==> config.mk <==
export PLATFORM = sky130hd
export DESIGN_NAME = lut_table_loader_flat
export DESIGN_NICKNAME = d
export VERILOG_FILES = /design/src/rtl/lut_pkg.sv /design/src/rtl/lut_table_loader_if.sv /design/src/rtl/lut_regfile.sv /design/src/rtl/lut_table_loader.sv /design/src/flat_wrapper.sv
export SDC_FILE = /design/constraint.sdc
export NUM_CORES = 1
export LEC_CHECK = 0
export CAP_MARGIN = 20
export CORE_MARGIN = 2
export CORE_UTILIZATION = 45
export DETAILED_ROUTE_END_ITERATION = 10
export HOLD_SLACK_MARGIN = 0.06
export PLACE_DENSITY = 0.71
export SYNTH_ARGS = -nofsm -noshare
export SYNTH_HDL_FRONTEND = slang
export SYNTH_SLANG_ARGS = --single-unit
==> constraint.sdc <==
create_clock -name clk -period 23.6 [get_ports clk]
set_input_delay 5.9 -clock clk [delete_from_list [all_inputs] [get_ports clk]]
set_output_delay 5.9 -clock clk [all_outputs]
set_load 0.02 [all_outputs]
==> src/rtl/lut_pkg.sv <==
// Shared LUT constants and the loader state encoding.
// Also used by the downstream interpolator.
package lut_pkg;
  localparam int LUT_DW       = 8;
  localparam int LUT_XW       = 8;
  localparam int LUT_P        = 6;
  localparam int LUT_DEPTH    = 64;
  localparam int LUT_DEPTH_IN = 256;
  localparam int LUT_DECIM    = 4;

  typedef enum logic [1:0] {
    IDLE  = 2'd0,
    LOAD  = 2'd1,
    CHECK = 2'd2,
    DONE  = 2'd3
  } lutState_t;
endpackage

==> src/rtl/lut_table_loader_if.sv <==
// Table-load stream, dual read ports and status flags between loader and its users.
// The slave modport is the loader side.
interface lut_table_loader_if;
  import lut_pkg::*;

  logic              load_start;
  logic              in_valid;
  logic [LUT_DW-1:0] in_data;
  logic              in_ready;
  logic [LUT_P-1:0]  rd_addr_a;
  logic [LUT_P-1:0]  rd_addr_b;
  logic [LUT_DW-1:0] rd_data_a;
  logic [LUT_DW-1:0] rd_data_b;
  logic              table_valid;
  logic              load_done;
  logic              err;

  modport slave (
    input  load_start, in_valid, in_data, rd_addr_a, rd_addr_b,
    output in_ready, rd_data_a, rd_data_b, table_valid, load_done, err
  );

  modport master (
    output load_start, in_valid, in_data, rd_addr_a, rd_addr_b,
    input  in_ready, rd_data_a, rd_data_b, table_valid, load_done, err
  );
endinterface

==> src/rtl/lut_regfile.sv <==
// LUT storage: one synchronous write port, two combinational read ports.
// Latency: write visible on reads the cycle after wrEn; no backpressure, reads always served.
module lut_regfile #(
  parameter int DW    = 8,
  parameter int DEPTH = 64,
  parameter int AW    = 6
) (
  input  logic          clk,
  input  logic          rst,
  input  logic          wrEn,
  input  logic [AW-1:0] wrAddr,
  input  logic [DW-1:0] wrData,
  input  logic [AW-1:0] rdAddrA,
  output logic [DW-1:0] rdDataA,
  input  logic [AW-1:0] rdAddrB,
  output logic [DW-1:0] rdDataB
);

  logic [DW-1:0] mem [DEPTH];

  always_ff @(posedge clk or posedge rst) begin
    if (rst) begin
      for (int i = 0; i < DEPTH; i++) begin
        mem[i] <= '0;
      end
    end else if (wrEn) begin
      mem[wrAddr] <= wrData;
    end
  end

  assign rdDataA = mem[rdAddrA];
  assign rdDataB = mem[rdAddrB];

endmodule

==> src/rtl/lut_table_loader.sv <==
// Streams a full-resolution table in, keeps every DECIM-th byte; optional LUT_LOADER_CHECKSUM_EN.
// Latency: stored byte readable 1 cycle after acceptance; load_done 1 cycle after last byte.
// Backpressure: in_ready high only in LOAD/CHECK; read ports never stall.
module lut_table_loader
  import lut_pkg::*;
#(
  parameter int DW       = LUT_DW,
  parameter int DEPTH_IN = LUT_DEPTH_IN,
  parameter int DECIM    = LUT_DECIM
) (
  input logic               clk,
  input logic               rst,
  lut_table_loader_if.slave bus
);

  localparam int CntW  = $clog2(DEPTH_IN);
  localparam int SkipW = $clog2(DECIM);
  localparam int Depth = DEPTH_IN / DECIM;

  lutState_t           state;
  lutState_t           nextState;
  logic [CntW-1:0]     count;
  logic                tableValid;
  logic                inReady;
  logic                accept;
  logic                lastByte;
  logic                wrEn;
  logic                loadDone;
  logic                ckFail;

  assign inReady  = (state == LOAD) || (state == CHECK);
  assign accept   = bus.in_valid && inReady;
  assign lastByte = (count == CntW'(DEPTH_IN - 1));

`ifdef LUT_LOADER_CHECKSUM_EN
  logic [DW-1:0] sum;
  logic          errReg;
  logic          sumOk;

  assign sumOk = (bus.in_data == sum);
`endif

  always_comb begin
    nextState = state;
    wrEn      = 1'b0;
    loadDone  = 1'b0;
    ckFail    = 1'b0;
    case (state)
      IDLE: ;
      LOAD: begin
        if (accept) begin
          wrEn = (count[SkipW-1:0] == '0);
          if (lastByte) begin
`ifdef LUT_LOADER_CHECKSUM_EN
            nextState = CHECK;
`else
            nextState = DONE;
`endif
          end
        end
      end
      CHECK: begin
`ifdef LUT_LOADER_CHECKSUM_EN
        if (accept) begin
          nextState = sumOk ? DONE : IDLE;
          ckFail    = !sumOk;
        end
`else
        nextState = IDLE;
`endif
      end
      DONE: begin
        loadDone  = 1'b1;
        nextState = IDLE;
      end
      default: nextState = IDLE;
    endcase
    // A (re)start wins over any byte handshaking in the same cycle; that byte is dropped.
    if (bus.load_start) begin
      nextState = LOAD;
      wrEn      = 1'b0;
      ckFail    = 1'b0;
    end
  end

  always_ff @(posedge clk or posedge rst) begin
    if (rst) begin
      state      <= IDLE;
      count      <= '0;
      tableValid <= 1'b0;
    end else begin
      state <= nextState;
      if (bus.load_start) begin
        count      <= '0;
        tableValid <= 1'b0;
      end else begin
        if (state == LOAD && accept) begin
          count <= count + 1'b1;
        end
        if (state == DONE) begin
          tableValid <= 1'b1;
        end
      end
    end
  end

`ifdef LUT_LOADER_CHECKSUM_EN
  always_ff @(posedge clk or posedge rst) begin
    if (rst) begin
      sum    <= '0;
      errReg <= 1'b0;
    end else if (bus.load_start) begin
      sum    <= '0;
      errReg <= 1'b0;
    end else begin
      if (state == LOAD && accept) begin
        sum <= sum + bus.in_data;
      end
      if (ckFail) begin
        errReg <= 1'b1;
      end
    end
  end

  assign bus.err = errReg;
`else
  assign bus.err = ckFail;
`endif

  lut_regfile #(
    .DW    (DW),
    .DEPTH (Depth),
    .AW    (CntW - SkipW)
  ) u_regfile (
    .clk     (clk),
    .rst     (rst),
    .wrEn    (wrEn),
    .wrAddr  (count[CntW-1:SkipW]),
    .wrData  (bus.in_data),
    .rdAddrA (bus.rd_addr_a),
    .rdDataA (bus.rd_data_a),
    .rdAddrB (bus.rd_addr_b),
    .rdDataB (bus.rd_data_b)
  );

  assign bus.in_ready    = inReady;
  assign bus.table_valid = tableValid;
  assign bus.load_done   = loadDone;

endmodule
==> src/flat_wrapper.sv <==
// flat-port wrapper written by rule: the top's interface ports become plain ports
module lut_table_loader_flat import lut_pkg::*;
#(
  parameter int DW       = LUT_DW,
  parameter int DEPTH_IN = LUT_DEPTH_IN,
  parameter int DECIM    = LUT_DECIM
)
  (clk, rst, bus_load_start, bus_in_valid, bus_in_data, bus_rd_addr_a, bus_rd_addr_b, bus_in_ready, bus_rd_data_a, bus_rd_data_b, bus_table_valid, bus_load_done, bus_err);
  lut_table_loader_if bus_i ();
  input logic clk;
  input logic rst;
  input wire logic [$bits(bus_i.load_start)-1:0] bus_load_start;
  input wire logic [$bits(bus_i.in_valid)-1:0] bus_in_valid;
  input wire logic [$bits(bus_i.in_data)-1:0] bus_in_data;
  input wire logic [$bits(bus_i.rd_addr_a)-1:0] bus_rd_addr_a;
  input wire logic [$bits(bus_i.rd_addr_b)-1:0] bus_rd_addr_b;
  output wire logic [$bits(bus_i.in_ready)-1:0] bus_in_ready;
  output wire logic [$bits(bus_i.rd_data_a)-1:0] bus_rd_data_a;
  output wire logic [$bits(bus_i.rd_data_b)-1:0] bus_rd_data_b;
  output wire logic [$bits(bus_i.table_valid)-1:0] bus_table_valid;
  output wire logic [$bits(bus_i.load_done)-1:0] bus_load_done;
  output wire logic [$bits(bus_i.err)-1:0] bus_err;
  assign bus_i.load_start = bus_load_start;
  assign bus_i.in_valid = bus_in_valid;
  assign bus_i.in_data = bus_in_data;
  assign bus_i.rd_addr_a = bus_rd_addr_a;
  assign bus_i.rd_addr_b = bus_rd_addr_b;
  assign bus_in_ready = bus_i.in_ready;
  assign bus_rd_data_a = bus_i.rd_data_a;
  assign bus_rd_data_b = bus_i.rd_data_b;
  assign bus_table_valid = bus_i.table_valid;
  assign bus_load_done = bus_i.load_done;
  assign bus_err = bus_i.err;
  lut_table_loader #(.DW(DW), .DEPTH_IN(DEPTH_IN), .DECIM(DECIM)) u_core (.clk(clk), .rst(rst), .bus(bus_i));
endmodule
# Word level (Yosys, flattened, before mapping)
# Index checks and enable logic that the tools add are counted.
# W data, S select, Z words.
# op_classes
n_addsub	1
magnitude_cmp	4
eq_ne	6
muxes	21
bitwise	3
reduce_logical	10
# ops
op	n
$bwmux W512	1
$bmux W8 S6	2
$mux W8	7
$demux W8 S6	1
$ge A7 B7 Y1 const B	3
$not A6 Y7	3
$add A8 B1 Y8 const B	1
$eq A8 B8 Y1 const B	1
$lt A7 B1 Y1 const B	1
$mux W1	6
$mux W2	3
$ne A3 B2 Y1 const B	2
$eq A2 B2 Y1 const B	2
$pmux W2 S2	1
$reduce_bool A2 Y1	2
$logic_and A1 B1 Y1	3
$reduce_and A3 Y1	1
$reduce_bool A3 Y1	1
$eq A2 B1 Y1 const B	1
$logic_not A2 Y1	1
$reduce_or A2 Y1	1
$logic_or A1 B1 Y1	1
# totals
regBits	523
in_bits	24
output_inout_bits	20
word_cells	112

# Longest topological paths before layout
# logic_depth
word_depth	6
depth_mapped	9
ltp_nobuf	7

# Hierarchy
# A second synthesis with hierarchy kept.
# unflattened
hier_cells	1881
hier_area_um2	28280.9
# by_module_without_submodules
mod	instances	cells_each	area_per_inst_um2	seq_area_each_um2
lut_regfile	1	1812	27614.0	12812.3
lut_table_loader	1	69	666.9	275.3

# Worst setup path before layout
# OpenSTA, ideal clock, no wires.
# synth_path
path_type	input-to-output
start	in bus_rd_addr_b[2]
end	out bus_rd_data_b[3]
t_arrival_ns	7.840
required_ns	17.700
slack_ns	9.860
path_stages	6
path_buffers	4
path_cell_list	buf_2 buf_2 buf_1 clkbuf_1 a211oi_1 o41ai_1
# synth_between
elab_chain_cells	4
# synth_rtl
item	line_no	rtl
start, declared	flat_wrapper.sv:16	input wire logic [$bits(bus_i.rd_addr_b)-1:0] bus_rd_addr_b;
$not A6 Y7 (implied by the code)	lut_regfile.sv:32	assign rdDataB = mem[rdAddrB];
$bmux W8 S6	lut_regfile.sv:32	
$mux W8 (implied by the code) (2 in series)	lut_regfile.sv:32	
end, declared	flat_wrapper.sv:19	output wire logic [$bits(bus_i.rd_data_b)-1:0] bus_rd_data_b;
# No other way between the ends. The select of a mux whose other input is x is not followed.

# Final worst setup path
# layout_path
start	in bus_rd_addr_b[1]
end	out bus_rd_data_b[7]
# Same word-level chain as after synthesis.

==> results.sh <==
export IMPL_met1_length_mm=33.4
export IMPL_wl_per_cell_um=29.8
export IMPL_vias=18000
export IMPL_drc=0
export IMPL_tightest_slew_ns=1.17
export IMPL_rrSetupSlack_ns=20.27
export IMPL_coreArea_um2=61900
export IMPL_grt_pass1_vias=18600
export IMPL_highest_layer="met5"
export IMPL_cpMostUsedCell="buf_4"
export IMPL_grt_max_degree=177
export IMPL_end_kind="output port"
export IMPL_multi_input_area_um2=14400
export IMPL_cp_arrival_ns=10.17
export IMPL_p_leak_uw=0.0140
export IMPL_viasPerCell=6.60
export IMPL_finalCritPeriodShare_pct=68.1
export IMPL_fp_dieW_um=255
export IMPL_ctsHoldBuffers=0
export IMPL_boundaryPins=44
export IMPL_rr_worst_depth=7
export IMPL_netlist_cell_type_count=56
export IMPL_cp_max_fo=46
export IMPL_rsz0062_at_grt="no"
export IMPL_cts_tree="built"
export IMPL_n_antenna_cell=0
export IMPL_post_cts_resized=0
export IMPL_hold_viol=0
export IMPL_syn_nets=1914
export IMPL_start_util_pct=45.6
export IMPL_gp_routability_congestion=0.873
export IMPL_slew_violations=0
export IMPL_antenna_found_initial=1
export IMPL_clock_latency_ns=0.62
export IMPL_worstSetupEndpoint="bus_rd_data_b[7]"
export IMPL_r2r_end="u_core.u_regfile.mem[140]"
export IMPL_start_kind="primary input"
export IMPL_hold_class="flip-flop to flip-flop"
export IMPL_final_common_cell="mux2_2"
export IMPL_syn_avg_cell_area_um2=15.0
export IMPL_dpl_hpwl_mm=51.0
export IMPL_grt_pass1_wl_mm=124
export IMPL_reg2reg_from="u_core.state[0]"
export IMPL_p_per_area_nw_per_um2=63.3
export IMPL_clock_skew_ns=0.0125
export IMPL_fin_crit_ns=16.07
export IMPL_drtAntennaViolNets=0
export IMPL_gr_total_overflow=0
export IMPL_area_growth_pct=10.4
export IMPL_layout_cells_most_common_list="mux2_2 (524), dfrtp_1 (523), mux4_2 (246)"
export IMPL_wl_met2_mm=37.6
export IMPL_dr_pass1_iters=5
export IMPL_drtIter0Drc=1910
export IMPL_ys_ff_latch=523
export IMPL_async_flop_share_pct=100
export IMPL_ys_flop_type="dfrtp_1"
export IMPL_p_total_uw=1980
export IMPL_crit_start="bus_rd_addr_b[1]"
export IMPL_cp_required_ns=17.70
export IMPL_dieArea_um2=64800
export IMPL_htreeDepth=2
export IMPL_ys_warn_count=0
export IMPL_numClockSinks=523
export IMPL_status="complete, no violations"
export IMPL_die_y_um=255
export IMPL_root_buffer="clkbuf_16"
export IMPL_synth_edff_count=0
export IMPL_setup_tns_ns=0
export IMPL_netlist_instances=1885
export IMPL_numCtsBuffers=54
export IMPL_row_count=91
export IMPL_seqCellArea_um2=13100
export IMPL_finalSetupViolCount=0
export IMPL_totalWireLength_mm=81.3
export IMPL_cts_setup_buffers=0
export IMPL_layout_nets=1878
export IMPL_max_slew_margin_pct=22.0
export IMPL_layout_drive_gt1_share_pct=51.0
export IMPL_dr_wl_met3_mm=6.69
export IMPL_fillerInstances=5127
export IMPL_cts_path_max_buffers=3
export IMPL_portBuffers=42
export IMPL_synth_cell_area_um2=28300
export IMPL_max_freq_mhz=62.2
export IMPL_slowest_delay_ns=0.92
export IMPL_maxCapViolations=0
export IMPL_vdd_drop_max_mv=0.0517
export IMPL_crit_path_cell_trace="buf_6, buf_4, buf_4, mux4_2, o221ai_1, o21a_1, o41ai_1, clkdlybuf4s50_1"
export IMPL_crit_slowest_cell="o41ai_1"
export IMPL_clkSlewWorstSetupHoldPaths_ns=0.06
export IMPL_seq_area_frac_synth_pct=46.3
export IMPL_grt_use_total_pct=25.7
export IMPL_crit_type="primary input to output port"
layer usage:
metal	global-route usage, %	up-vias
li1	-	7253
met1	36.2	9743
met2	39.5	808
met3	5.05	192
met4	10.2	2
met5	0	-
power by group:
group / switching [µW] / internal (µW)
combinational: 101 / 49.2
clock: 368 / 552
sequential: 4.23 / 902
flip-flops by register name, summed over array words and instances (netlist names):
register and count:
u_core.state 2, u_core.count 8, u_core.bus.table_valid 1, u_core.u_regfile.mem 512
worst min path at each step:
stage,start,end,cells after the start
global route,u_core.bus.table_valid,u_core.bus.table_valid,2
detailed placement,u_core.bus.table_valid,u_core.bus.table_valid,2
floorplan,u_core.u_regfile.mem[265],u_core.u_regfile.mem[265],1
global placement,u_core.bus.table_valid,u_core.bus.table_valid,2
CTS,u_core.bus.table_valid,u_core.bus.table_valid,2
finish,u_core.bus.table_valid,u_core.bus.table_valid,2
worst max-delay path, delay by kind of cell:
family / cells / cell delay [ns]
AOI/OAI and AO/OA: 3 / 1.26
muxes: 1 / 0.36
buffers and inverters: 4 / 2.58
metrics by stage:
step                      std cells  instance area (µm²)  util [%]  hold WS (ns)  setup slack (ns)
after floorplan                1885                28300         -         0.470              3.09
after global placement         2623                29100      47.0         0.480              7.62
after detailed placement       2624                29200      47.1         0.499              7.69
after CTS                      2722                31100      50.1         0.514              7.66
after global routing           2728                31200      50.4         0.532              7.47
final                          2728                31200      50.4         0.514              7.53
cell usage after synthesis, types with 6 or more instances:
| library cell | number | share of area [%] |
|---|---|---|
| mux4_2 | 246 | 20 |
| nand3b_1 | 7 | 0.19 |
| o22a_1 | 7 | 0.22 |
| dfrtp_1 | 523 | 46 |
| o41ai_1 | 7 | 0.22 |
| nand2b_1 | 8 | 0.18 |
| buf_4 | 19 | 0.50 |
| o22ai_1 | 22 | 0.49 |
| a21oi_1 | 29 | 0.51 |
| nor2_4 | 6 | 0.24 |
| a22oi_1 | 22 | 0.58 |
| buf_2 | 41 | 0.73 |
| nor3_1 | 6 | 0.11 |
| inv_1 | 8 | 0.11 |
| nor2_2 | 46 | 1.0 |
| o21ai_0 | 16 | 0.28 |
| mux2_2 | 524 | 21 |
| o31ai_1 | 6 | 0.16 |
| nand2_1 | 34 | 0.45 |
| nand3_1 | 12 | 0.21 |
| mux2i_1 | 40 | 1.4 |
| o221ai_1 | 20 | 0.62 |
| mux2_1 | 9 | 0.36 |
| nor2_1 | 18 | 0.24 |
| nor2b_1 | 22 | 0.49 |
| a221o_1 | 9 | 0.32 |
| buf_1 | 19 | 0.25 |
| clkbuf_1 | 84 | 1.1 |
| a2111oi_0 | 7 | 0.22 |
kinds of logic (layout without fill, tap and decap cells):
logic type                 Yosys count  after routing  share of synthesized area, %
AOI/OAI and AO/OA                  166            166                          4.21
xor gates and xnor gates             7              7                         0.217
adders and majority gates            5              5                         0.221
buffers and inverters              171            177                          2.70
DFF                                523            523                          46.3
muxes                              819            819                          42.3
other                                1              1                        0.0133
and+or+nand+nor                    193            193                          4.08
cell type report:
type                    instances  area share [%]
multi-input cells            1191            46.2
flip-flops and latches        523            41.9
clock buffers                  86            5.40
well taps                     837            3.36
repair buffers                 71            2.29
clock inverters                12           0.686
inverters                       8           0.120
(Power assumes the default switching activity.)
